[src/rtl/wavetable_load_scheduler_pkg.sv]
// Shared definitions for the wavetable load scheduler.
// Holds the voice/wavetable geometry, the scheduler state encoding and a
// helper that locates one voice's field inside a packed per-voice bus.
package wavetable_load_scheduler_pkg;

    localparam int VOICES  = 4;
    localparam int VOICE_W = 2;
    localparam int WTB_W   = 5;

    typedef enum logic {
        ARB       = 1'b0,
        WAIT_DONE = 1'b1
    } sched_state_e;

    // LSB position of voice v's wavetable number within a packed VOICES*WTB_W bus.
    function automatic int unsigned wtb_lsb(input int unsigned v);
        return v * WTB_W;
    endfunction

endpackage

[src/rtl/wavetable_load_scheduler_rr_arbiter.sv]
// Round-robin arbiter for the wavetable load scheduler.
// Purely combinational: searches ptr_i+1, ptr_i+2, ... (mod VOICES) and
// grants the first pending voice.
//   pending_i    : per-voice pending mask
//   ptr_i        : index of the most recently granted voice
//   grant_vld_o  : some voice is pending
//   grant_idx_o  : index of the granted voice (0 when none)
//   grant_oh_o   : one-hot form of the grant (all zero when none)
module wavetable_load_scheduler_rr_arbiter
    import wavetable_load_scheduler_pkg::*;
(
    input  logic [VOICES-1:0]  pending_i,
    input  logic [VOICE_W-1:0] ptr_i,
    output logic               grant_vld_o,
    output logic [VOICE_W-1:0] grant_idx_o,
    output logic [VOICES-1:0]  grant_oh_o
);

    logic [VOICE_W-1:0] cand;

    always_comb begin
        // NOTE: every variable written here gets a default first, so no path
        // leaves one unassigned and no latch is inferred.
        grant_vld_o = 1'b0;
        grant_idx_o = '0;
        cand        = '0;
        // Visiting ptr+1 first and ptr itself last gives the rotation.
        for (int k = 1; k <= VOICES; k++) begin
            cand = VOICE_W'((int'(ptr_i) + k) % VOICES);
            if (!grant_vld_o && pending_i[cand]) begin
                grant_vld_o = 1'b1;
                grant_idx_o = cand;
            end
        end
        grant_oh_o              = '0;
        grant_oh_o[grant_idx_o] = grant_vld_o;
    end

endmodule

[src/rtl/wavetable_load_scheduler.sv]
// Wavetable load scheduler.
// Collects per-voice wavetable-change requests, issues them one at a time to
// the wavetable loader (round-robin), waits for the loader's done, and
// publishes per-voice "RAM valid" status plus the loaded wavetable number.
// Ports:
//   clk, rst            : clock, synchronous active-high reset
//   req_stb/req_wtb_num : per-voice request strobe and requested number
//   ld_wtb_load         : single-cycle load pulse to the loader
//   ld_wtb_num/ld_voice_num : load target, stable while waiting for done
//   ld_idle/ld_done/ld_done_wtb_num : loader status and completion report
//   voice_ready         : voice RAM valid, nothing pending or in flight
//   voice_wtb_num       : last successfully loaded number per voice
//   busy                : a load is in flight or any request is pending
//   err                 : one-cycle pulse on timeout or done-number mismatch
module wavetable_load_scheduler
    import wavetable_load_scheduler_pkg::*;
#(
    parameter int TIMEOUT   = 1023,
    parameter int TIMEOUT_W = 10
) (
    input  logic                      clk,
    input  logic                      rst,
    input  logic [VOICES-1:0]         req_stb,
    input  logic [VOICES*WTB_W-1:0]   req_wtb_num,
    output logic                      ld_wtb_load,
    output logic [WTB_W-1:0]          ld_wtb_num,
    output logic [VOICE_W-1:0]        ld_voice_num,
    input  logic                      ld_idle,
    input  logic                      ld_done,
    input  logic [WTB_W-1:0]          ld_done_wtb_num,
    output logic [VOICES-1:0]         voice_ready,
    output logic [VOICES*WTB_W-1:0]   voice_wtb_num,
    output logic                      busy,
    output logic                      err
);

    sched_state_e         state_q, state_d;
    logic [VOICES-1:0]    pending_q, pending_d;
    logic [VOICES-1:0]    ready_q, ready_d;
    logic [WTB_W-1:0]     req_num_q [VOICES];
    logic [WTB_W-1:0]     req_num_d [VOICES];
    logic [WTB_W-1:0]     loaded_q  [VOICES];
    logic [WTB_W-1:0]     loaded_d  [VOICES];
    logic [VOICE_W-1:0]   rr_q, rr_d;
    logic                 load_q, load_d;
    logic [WTB_W-1:0]     num_q, num_d;
    logic [VOICE_W-1:0]   voice_q, voice_d;
    logic                 err_q, err_d;
    logic [TIMEOUT_W-1:0] wd_q, wd_d;

    logic                 grant_vld;
    logic [VOICE_W-1:0]   grant_idx;
    logic [VOICES-1:0]    grant_oh;
    logic [VOICES-1:0]    accept;

    wavetable_load_scheduler_rr_arbiter u_arb (
        .pending_i   (pending_q),
        .ptr_i       (rr_q),
        .grant_vld_o (grant_vld),
        .grant_idx_o (grant_idx),
        .grant_oh_o  (grant_oh)
    );

    // A request for the number a ready voice already holds is redundant and
    // is dropped, so the voice keeps playing without a reload.
    always_comb begin
        accept = '0;
        for (int v = 0; v < VOICES; v++) begin
            accept[v] = req_stb[v] &&
                !(ready_q[v] &&
                  req_wtb_num[wtb_lsb(v) +: WTB_W] == loaded_q[v] &&
                  !(state_q == WAIT_DONE && voice_q == VOICE_W'(v)));
        end
    end

    always_comb begin
        state_d   = state_q;
        pending_d = pending_q;
        ready_d   = ready_q;
        req_num_d = req_num_q;
        loaded_d  = loaded_q;
        rr_d      = rr_q;
        load_d    = 1'b0;
        num_d     = num_q;
        voice_d   = voice_q;
        err_d     = 1'b0;
        wd_d      = wd_q;

        unique case (state_q)
            ARB: begin
                if (ld_idle && grant_vld) begin
                    load_d    = 1'b1;
                    num_d     = req_num_q[grant_idx];
                    voice_d   = grant_idx;
                    pending_d = pending_q & ~grant_oh;
                    rr_d      = grant_idx;
                    wd_d      = '0;
                    state_d   = WAIT_DONE;
                end
            end
            WAIT_DONE: begin
                wd_d = wd_q + TIMEOUT_W'(1);
                // Completion is always booked against the latched voice_q.
                if (ld_done && ld_done_wtb_num == num_q) begin
                    loaded_d[voice_q] = num_q;
                    ready_d[voice_q]  = ~pending_q[voice_q] & ~req_stb[voice_q];
                    state_d           = ARB;
                end else if (ld_done || wd_q == TIMEOUT_W'(TIMEOUT)) begin
                    err_d              = 1'b1;
                    pending_d[voice_q] = 1'b1;
                    state_d            = ARB;
                end
            end
        endcase

        // Applied last so a new request beats a same-cycle grant clear.
        for (int v = 0; v < VOICES; v++) begin
            if (req_stb[v]) begin
                req_num_d[v] = req_wtb_num[wtb_lsb(v) +: WTB_W];
            end
            if (accept[v]) begin
                pending_d[v] = 1'b1;
                ready_d[v]   = 1'b0;
            end
        end
    end

    always_ff @(posedge clk) begin
        // NOTE: state registers use non-blocking assignments so every register
        // samples the pre-edge values regardless of statement order.
        if (rst) begin
            state_q   <= ARB;
            pending_q <= '0;
            ready_q   <= '0;
            rr_q      <= VOICE_W'(VOICES - 1);
            load_q    <= 1'b0;
            num_q     <= '0;
            voice_q   <= '0;
            err_q     <= 1'b0;
            wd_q      <= '0;
            // NOTE: these per-voice arrays are a handful of flops, not RAM,
            // so resetting them is cheap and gives defined published values.
            for (int v = 0; v < VOICES; v++) begin
                req_num_q[v] <= '0;
                loaded_q[v]  <= '0;
            end
        end else begin
            state_q   <= state_d;
            pending_q <= pending_d;
            ready_q   <= ready_d;
            req_num_q <= req_num_d;
            loaded_q  <= loaded_d;
            rr_q      <= rr_d;
            load_q    <= load_d;
            num_q     <= num_d;
            voice_q   <= voice_d;
            err_q     <= err_d;
            wd_q      <= wd_d;
        end
    end

    for (genvar v = 0; v < VOICES; v++) begin : g_wtb_out
        assign voice_wtb_num[wtb_lsb(v) +: WTB_W] = loaded_q[v];
    end

    assign ld_wtb_load  = load_q;
    assign ld_wtb_num   = num_q;
    assign ld_voice_num = voice_q;
    assign voice_ready  = ready_q;
    assign busy         = (state_q != ARB) || (|pending_q);
    assign err          = err_q;

endmodule
[config.mk]
export PLATFORM = sky130hd
export DESIGN_NAME = wavetable_load_scheduler
export DESIGN_NICKNAME = d
export VERILOG_FILES = /design/src/rtl/wavetable_load_scheduler_pkg.sv /design/src/rtl/wavetable_load_scheduler_rr_arbiter.sv /design/src/rtl/wavetable_load_scheduler.sv
export SDC_FILE = /design/constraint.sdc
export NUM_CORES = 1
export LEC_CHECK = 0
export ABC_AREA = 1
export ABC_CLOCK_PERIOD_IN_PS = 2100
export BUFFER_PORTS_ARGS = -buffer_cell sky130_fd_sc_hd__buf_2
export CAP_MARGIN = 20
export CORE_MARGIN = 2
export CORE_UTILIZATION = 39
export CTS_CLUSTER_SIZE = 20
export DETAILED_ROUTE_END_ITERATION = 12
export GPL_TIMING_DRIVEN = 1
export REMOVE_ABC_BUFFERS = 1
export SLEW_MARGIN = 20
export SYNTH_ARGS = -nofsm -noshare
export SYNTH_HDL_FRONTEND = slang
export SYNTH_SLANG_ARGS = --single-unit
[constraint.sdc]
create_clock -name clk -period 2.1 [get_ports clk]
set_clock_uncertainty 0.05 [all_clocks]
set_input_delay 0.21 -clock clk [delete_from_list [all_inputs] [get_ports clk]]
set_output_delay 0.21 -clock clk [all_outputs]
set_load 0.02 [all_outputs]
=== Word-level counts from Yosys, hierarchy flattened ===
Index checks and enable logic that the tools add are counted.
Widths: inputs -> output; s select.

* Input port bits: 33
* Word-level logic and storage cells: 168
* Register bits after elaboration: 70

* Bitwise logic cells: 10
* $lt $le $gt $ge: 11
* Mux-type cells: 46
* $add $sub $neg: 5
* Equal/unequal tests: 22
* Reduce and logical (&&, ||, !) cells: 51

{| class="wikitable"
|+ Operators by type and width
! kind !! count
|-
| $eq 5x5->1 || 5
|-
| $logic_and 1x1->1 || 24
|-
| $ne 3x3->1 const B || 8
|-
| $bwmux 20 || 1
|-
| $mux 1 || 20
|-
| $pmux 10 s2 || 1
|-
| $lt 2x3->1 const B || 6
|-
| $mux 5 || 3
|-
| $bmux 1 s2 || 6
|-
| $mux 4 || 3
|-
| $ne 3x1->1 const B || 4
|-
| $reduce_and 3->1 || 4
|-
| $logic_not 1->1 || 11
|-
| $add 10x1->10 const B || 1
|-
| $bmux 5 s2 || 1
|-
| $demux 5 s2 || 1
|-
| $eq 10x10->1 const B || 1
|-
| $mux 10 || 1
|-
| $reduce_or 2->1 || 5
|-
| $and 4x4->4 || 2
|-
| $mux 2 || 4
|-
| $pmux 4 s2 || 1
|-
| $ge 3x3->1 const B || 2
|-
| $not 2->3 || 2
|-
| other kinds (19) || 28
|}

=== Longest topological paths before layout ===
Gate-level depths: netlist (run 1).

* Word-level depth: 23
* Gate-level depth with buffers: 16
* Mapped depth without buffers: 15

=== Cells and area by module ===
Synthesis (run 1) repeated with hierarchy kept, for this count alone.

* Cell total of the unflattened synthesis: 566
* Area, all modules: 3683.5 um2

{| class="wikitable"
|+ By module, submodules not included
! module !! cells an instance !! times used !! area each (um2) !! sequential area each (um2)
|-
| wavetable_load_scheduler || 491 || 1 || 3304.4 || 1401.3
|-
| wavetable_load_scheduler_rr_arbiter || 75 || 1 || 379.1 || 0.0
|}

=== Worst setup path after synthesis (run 1) ===
No wires, ideal clock.

* Path kind: flip-flop to flip-flop
* From: register rr_q[0]
* To: register pending_q[0]
* Clock period less this slack: 1739 ps
* Path slack: 361 ps
* Arrival time: 1562 ps
* Cell stages (with the launch flop): 14
* Cell sequence: dfxtp_1 > inv_2 > nand2_1 > nand2_2 > nand2_4 > nand2_4 > nor2_1 > nor2_1 > nand2_4 > nand2_4 > buf_12 > nand3_1 > a21oi_1 > nor2_1

* Longest elaborated chain between the ends: 23
* Elaborated cells between the ends (all ways): 40
* Classes of those cells: 4 x add/sub; 2 x order compare; 1 x eq/ne; 21 x mux; 3 x bitwise; 9 x reduce/logical

{| class="wikitable"
|+ RTL lines
! item !! RTL line !! RTL
|-
| start, declared || wavetable_load_scheduler.sv:44 || <nowiki>logic [VOICE_W-1:0] rr_q, rr_d;</nowiki>
|-
| start signal, assigned || wavetable_load_scheduler.sv:135 || <nowiki>rr_q <= VOICE_W'(VOICES - 1);</nowiki>
|-
| start signal, assigned || wavetable_load_scheduler.sv:153 || <nowiki>rr_q <= rr_d;</nowiki>
|-
| $add 2x1->2 || wavetable_load_scheduler_rr_arbiter.sv:29 || <nowiki>cand = VOICE_W'((int'(ptr_i) + k) % VOICES);</nowiki>
|-
| $bmux 1 s2 || wavetable_load_scheduler_rr_arbiter.sv:30 || <nowiki>if (!grant_vld_o && pending_i[cand]) begin</nowiki>
|-
| $mux 1 (not written as such) || wavetable_load_scheduler_rr_arbiter.sv:30 ||
|-
| $mux 1 || wavetable_load_scheduler_rr_arbiter.sv:30 ||
|-
| $logic_not 1->1 || wavetable_load_scheduler_rr_arbiter.sv:30 ||
|-
| $logic_and 1x1->1 || wavetable_load_scheduler_rr_arbiter.sv:30 ||
|-
| $mux 1 || wavetable_load_scheduler_rr_arbiter.sv:30 ||
|-
| $logic_not 1->1 || wavetable_load_scheduler_rr_arbiter.sv:30 ||
|-
| [7 not listed] || n/a ||
|-
| $mux 1 (not written as such) || wavetable_load_scheduler_rr_arbiter.sv:36 || <nowiki>grant_oh_o[grant_idx_o] = grant_vld_o;</nowiki>
|-
| $demux 1 s2 || n/a ||
|-
| $and 4x4->4 (no line) || n/a ||
|-
| $not 4->4 || wavetable_load_scheduler.sv:95 || <nowiki>pending_d = pending_q & ~grant_oh;</nowiki>
|-
| $and 4x4->4 || wavetable_load_scheduler.sv:95 ||
|-
| $mux 4 || wavetable_load_scheduler.sv:91 || <nowiki>if (ld_idle && grant_vld) begin</nowiki>
|-
| $pmux 4 s2 || wavetable_load_scheduler.sv:89 || <nowiki>unique case (state_q)</nowiki>
|-
| $mux 1 || wavetable_load_scheduler.sv:121 || <nowiki>if (accept[v]) begin</nowiki>
|-
| end signal, assigned || wavetable_load_scheduler.sv:149 || <nowiki>pending_q <= pending_d;</nowiki>
|-
| end, declared || wavetable_load_scheduler.sv:38 || <nowiki>logic [VOICES-1:0] pending_q, pending_d;</nowiki>
|}

Several ways; a longest one is shown, not always the timed one. The select of a mux whose other input is x is not followed.
A chain may end at the register's enable or synchronous reset.

=== Worst setup path in the final report (run 1) ===
* From: register rr_q[1]
* To: register pending_q[0]

The elaborated chain is that of the path after synthesis.

==> impl_metrics.csv, run 1 <==
group,metric,value,unit
route,vias,3620,
synth,synth_area_leaders,"dfxtp_1 40%, nand2_1 9.8%, a21oi_1 7.8%, o21ai_0 7.4%, inv_1 6.4%",
setup_path,cp_top_family,"simple AND/OR/NAND/NOR gates",
setup_path,reg2regPathDepth,12,
synth,synth_xor_xnor_area_share,0.0150,
clocking,clk_pin_slew,0.08,ns
clocking,cts_tree,"built",
route,final_antenna_net_count,0,
setup_path,worstSetupPathDepth,12,
clocking,htreeDepth,3,
placed_design,gp_congestion,0.883,
die,die_width,98.9,um
clocking,worstSkewPairLatency,0.36,ns
route,wire_per_inst,14.5,um
grt,grt_pass1_wl,16500,um
setup_path,max_stage_delay,0.35,ns
timing,finalCritPeriodShare,0.895,
grt,overflow,0,
synth,synth-compound-area-share,0.207,
setup_path,crit_chain,"inv_1 > nand2_1 > nand2_2 > nand2_4 > a21boi_0 > nand2_1 > inv_1 > nand2_2 > inv_1 > nand3_1 > a21oi_1 > nor2_1",
route,routed_wl,10100,um
setup_path,cp_max_fo,7,
synth,synth_top_family_by_area,"simple AND/OR/NAND/NOR gates",
grt,grt_pass1_vias,3447,
route,drc,0,
setup_path,critPathLaunchType,"flop",
outcome,outcome,"completed",
finish,regArea,0.00140,sq mm
placed_design,portBuffers,66,
synth,ys_ff_latch,70,
finish,drive_gt1_frac,0.218,
setup_path,crit_buf_inv,3,
clocking,clockRootBuffer,"clkbuf_8",
clocking,clock_sink_count,70,
flow_run,maxCapViolCount,0,
synth,ys_types,34,
finish,multi_input_area,0.00178,sq mm
synth,ys_warn_count,0,
setup_path,end_kind,"flop",
setup_path,worstPathArrival,2.07,ns
timing,setup_viol,0,
timing,rsz0062_at_grt,"no",
route,drt_iter0_markers,240,
setup_path,critPathMostFrequentCell,"inv_1",
synth,syn_avg_cell_area,6.91,sq um
die,start_util,0.402,
timing,hold_violations,0,
worst_hold_path,worstHoldPathCells,3,
timing,tightest_slew,0.428,ns
finish,syn2layout_area_growth,19.6,%
synth,synth_mux_area_frac,0,
die,die_y,98.9,um
grt,antenna_found_initial,0,
timing,fin_setup_tns,0,ns
synth,synth_fa_ha_area_frac,0.00357,
die,row_count,34,
power_and_ir_drop,p_total,3.49,mW
worst_hold_path,hp-class,"input pin to flop",
grt,grt_use_total,0.210,
synth,syn-cell-area,0.00351,sq mm
die,io_pins,67,
finish,diodes,0,
synth,synth_area_leader_cell,"dfxtp_1",
timing,fmax,532,MHz
clocking,clockBufferDepth,2,
synth,async_reset_ff_frac,0,
die,dieArea,0.00977,sq mm
route,viasPerCell,5.20,
synth,synth_top_area_share,0.399,
setup_path,critPathKind,"flop to flop",
power_and_ir_drop,power_density,832,mW/mm^2
synth,seq_area_frac_synth,0.399,
finish,fillers,890,
timing,period_needed,1.88,ns
finish,nNetsFinal,617,
placed_design,dp_hpwl,7530,um
route,first_pass_iters,5,
setup_path,cp_slowest_cell,"dfxtp_2",
setup_path,cp_data_required_time,2.29,ns
synth,synth-edff-count,0,
clocking,cts_buffers,9,
grt,grt_max_degree,48,
synth,synth_cells,508,
synth,synthFlopType,"dfxtp_1",
power_and_ir_drop,vdd_drop_max,395,uV
power_and_ir_drop,leakage,1.99,nW
timing,slew_headroom,0.712,
timing,slew_viol_final,0,
synth,yosys.area_share.simple,0.281,
die,core_area,0.00872,sq mm
[repair_timing]
item                                    in CTS  in global routing
hold buffers                                 0                  0
endpoints found under the setup margin       0                  5
gates resized for setup                      0                  3
buffers inserted                             0                  0
[metal layers]
metal	vias to the layer above	part of all wire	routed length (um)	global-route usage
li1	1819	-	-	-
met2	107	0.47	4760	0.348
met5	-	0	0	0
met1	1672	0.45	4510	0.272
met4	0	0.031	310	0.0811
met3	22	0.049	498	0.0397
[layout make-up]
class,instances,area share
well taps,108,0.0322
inverters,62,0.0554
repair buffers,81,0.105
clock inverters,5,0.0140
flip-flops and latches,70,0.334
clock buffers,11,0.0337
multi-input cells,359,0.425
[cell usage in the layout, fill, tap and decap left out, types with 4 or more instances in the layout]
master | Yosys | layout
or2_2 | 5 | 5
nand2_2 | 16 | 16
a221oi_1 | 4 | 4
dfxtp_1 | 70 | 68
buf_4 | 1 | 15
nand3_1 | 31 | 31
inv_1 | 60 | 60
nand4_1 | 7 | 7
o22ai_1 | 7 | 7
nand2_1 | 92 | 92
xor2_1 | 5 | 5
o211ai_1 | 6 | 6
o21ai_0 | 52 | 52
a21oi_1 | 55 | 55
clkbuf_8 | 0 | 10
nor2_1 | 57 | 57
buf_2 | 3 | 66
[flip-flops by register name (all words and copies together) (netlist names)]
name / cells
state_q: 1
pending_q: 4
req_num_q: 20
ld_wtb_load: 1
err: 1
wd_q: 10
voice_ready: 4
rr_q: 2
ld_voice_num: 2
voice_wtb_num: 20
ld_wtb_num: 5
[synth_stat cells (5+ instances only)]
cell / n
nand4_1: 7
o21ai_0: 52
o211ai_1: 6
a21oi_1: 55
o22ai_1: 7
nand3_1: 31
or2_2: 5
dfxtp_1: 70
nor2_1: 57
nand2_2: 16
inv_1: 60
nand2_1: 92
clkbuf_1: 10
xor2_1: 5
[worst reg2reg max path, delay by kind of cell (launching register included)]
kind,cells,cell delay [ns]
compound gates,2,0.34
buf+inv,3,0.42
flops,1,0.35
simple gates,7,0.60
[path summary, 6_finish.rpt]
check                       end            from  slack [ns]
setup / recovery   pending_q[0]         rr_q[1]        0.22
setup reg to reg   pending_q[0]         rr_q[1]        0.22
hold reg to reg         wd_q[1]         wd_q[1]        0.44
hold / removal    req_num_q[19]  req_wtb_num[4]        0.07
[kinds of logic (layout without fill, tap and decap cells)]
kind of cell             count (synthesis)  after routing
buffers and inverters                   79            159
flip-flops                              70             70
adder cells (fa/ha/maj)                  1              1
AND/OR/NAND/NOR                        219            219
AO/OA/AOI/OAI                          133            133
XOR/XNOR                                 6              6
[power by group]
part / internal [mW] / switching [mW] / total, mW
combinational: 0.300 / 0.623 / 0.923
sequential: 1.40 / 0.0603 / 1.46
clock: 0.581 / 0.531 / 1.11
total: 2.28 / 1.22 / 3.49
[metrics by stage]
stage / area, sq um / hold slack (ns) / util / std cells / setup slack [ns]
floorplan: 3410 / 0.229 / - / 491 / 0.147
global placement: 3990 / 0.415 / 0.457 / 680 / 0.229
detailed placement: 3990 / 0.430 / 0.457 / 680 / 0.190
CTS: 4190 / 0.0662 / 0.480 / 696 / 0.157
global route: 4200 / 0.0813 / 0.481 / 696 / 0.0422
finish: 4200 / 0.0679 / 0.481 / 696 / 0.221
No activity file was read; power rests on OpenSTA's default activity.
==> run 2: changes to the inputs <==
--- a/config.mk
+++ b/config.mk
@@ -15,6 +15,7 @@
 export DETAILED_ROUTE_END_ITERATION = 12
 export GPL_TIMING_DRIVEN = 1
 export REMOVE_ABC_BUFFERS = 1
+export SETUP_SLACK_MARGIN = 0.3
 export SLEW_MARGIN = 20
 export SYNTH_ARGS = -nofsm -noshare
 export SYNTH_HDL_FRONTEND = slang
==> impl_metrics.csv, run 2 (synthesized netlist as in run 1, its figures left out) <==
group,metric,value,unit
power_and_ir_drop,power_density,820,mW/mm^2
route,vias,3728,
clocking,clk_pin_slew,0.08,ns
power_and_ir_drop,clock_power_share,0.300,
finish,drive_gt1_frac,0.309,
clocking,clockRootBuffer,"clkbuf_8",
finish,nNetsFinal,630,
timing,finalCritPeriodShare,0.837,
power_and_ir_drop,swShare,0.357,
finish,stdcell_area,0.00450,sq mm
grt,antenna_found_initial,0,
finish,fillers,855,
placed_design,gp_congestion,0.883,
grt,grt_pass1_wl,16500,um
timing,rsz0062_at_grt,"yes",
setup_path,reg2regPathDepth,11,
setup_path,worstPathArrival,1.94,ns
placed_design,portBuffers,66,
power_and_ir_drop,power_frac_comb,0.300,
setup_path,cp_max_fo,11,
power_and_ir_drop,leakage,2.08,nW
outcome,outcome,"completed",
worst_hold_path,hp-class,"input pin to flop",
route,viasPerCell,5.26,
clocking,worstSkewPairLatency,0.35,ns
grt,grt_util_met3,0.0397,
die,die_y,98.9,um
grt,use_met1,0.271,
route,final_antenna_net_count,0,
setup_path,end_kind,"flop",
timing,slew_viol_final,0,
worst_hold_path,holdPathEnd,"req_num_q[19]",
timing,tightest_slew,0.423,ns
grt,grt_use_total,0.211,
power_and_ir_drop,seqPwrFrac,0.400,
placed_design,placed_cells,680,
timing,hold_violations,0,
power_and_ir_drop,vdd_drop_max,404,uV
timing,period_needed,1.76,ns
clocking,clockBufferDepth,2,
grt,grt_max_degree,48,
timing,slew_headroom,0.715,
setup_path,r2r_setup_slack,0.34,ns
setup_path,critPathLaunchType,"flop",
route,drt_iter0_markers,205,
setup_path,critPathKind,"flop to flop",
timing,setup_viol,0,
clocking,clock_sink_count,70,
placed_design,dp_hpwl,7530,um
setup_path,r2r-start,"rr_q[0]",
placed_design,dpl_cell_area,0.00399,sq mm
power_and_ir_drop,internal_power,2.37,mW
power_and_ir_drop,p_switching,1.32,mW
grt,grt_pass1_vias,3457,
setup_path,cp_data_required_time,2.29,ns
setup_path,timing.rr.end,"pending_q[0]",
finish,diodes,0,
worst_hold_path,worstHoldPathCells,3,
clocking,post_cts_hold_buffer_count,0,
die,row_count,34,
grt,top_usage_layer,"met2",
route,wire_per_inst,14.9,um
grt,overflow,0,
route,drc,0,
route,first_pass_iters,5,
clocking,cts_buffers,9,
die,core_area,0.00872,sq mm
die,start_util,0.402,
clocking,htreeDepth,3,
worst_hold_path,hold_start,"req_wtb_num[4]",
timing,fin_setup_tns,0,ns
clocking,cts_tree,"built",
timing,fmax,569,MHz
die,io_pins,67,
finish,layout_common_cells,"79 x nand2_1, 68 x buf_2, 65 x dfxtp_1",
finish,finalNonFillerCells,709,
route,routed_wl,10600,um
die,die_width,98.9,um
finish,final_common_cell,"nand2_1",
die,dieArea,0.00977,sq mm
grt,use_met2,0.350,
flow_run,maxCapViolCount,0,
finish,syn2layout_area_growth,28.2,%
run 2: routing by layer:
layer,share of wire,up-vias
li1,-,1862
met1,0.43,1725
met2,0.48,119
met3,0.060,22
met4,0.027,0
met5,0,-
run 2: area by class of cell:
cell class              count  area, sq um  share of cell area
repair buffers             92          544               0.121
clock inverters             5         58.8              0.0131
repair inverters            1         6.26             0.00139
flip-flops and latches     70         1420               0.315
inverters                  62          248              0.0551
well taps                 108          135              0.0300
clock buffers              11          141              0.0314
multi-input cells         360         1950               0.433
run 2: worst max-delay path by stage:
stage	startpoint	to	depth (start not counted)	slack (ns)
after floorplan	pending_q[0]	pending_q[2]	10	0.15
after global placement	rr_q[1]	pending_q[0]	12	0.23
after detailed placement	rr_q[0]	pending_q[1]	13	0.19
after CTS	pending_q[3]	pending_q[1]	12	0.30
after global routing	rr_q[0]	ld_wtb_num[2]	13	0.22
final	rr_q[0]	pending_q[0]	11	0.34
run 2: timing repair:
action / CTS / global route
cloned: 0 / 5
setup buffers: 0 / 8
pin swaps: 1 / 11
endpoints found under the setup margin: 21 / 33
hold endpoints to repair: 0 / 0
resized for setup: 11 / 61
run 2: per-stage QoR:
stage	setup WS, ns	hold WS, ns	util	power, mW
floorplan	0.147	0.229	-	2.07
global placement	0.229	0.415	0.457	2.37
detailed placement	0.190	0.430	0.457	2.38
CTS	0.302	0.0662	0.483	3.51
global route	0.218	0.0813	0.516	3.88
finish	0.342	0.0702	0.516	3.69
run 2: power groups by stage:
stage	combinational, mW	clock (mW)	sequential [mW]
after global placement	0.884	0	1.48
after detailed placement	0.894	0	1.49
after global routing	1.21	1.19	1.48
after floorplan	0.568	0	1.50
final	1.11	1.11	1.47
after CTS	0.926	1.13	1.46
run 2: critical path, stage by stage (launching register included):
cell	delay (ns)
dfxtp_4	0.45
inv_8	0.05
nand2_1	0.08
nand2_2	0.08
nand2_1	0.08
nand2_2	0.07
a21oi_2	0.17
nand2_4	0.15
nand2_4	0.15
nand3_1	0.09
a21oi_1	0.17
nor2_1	0.05
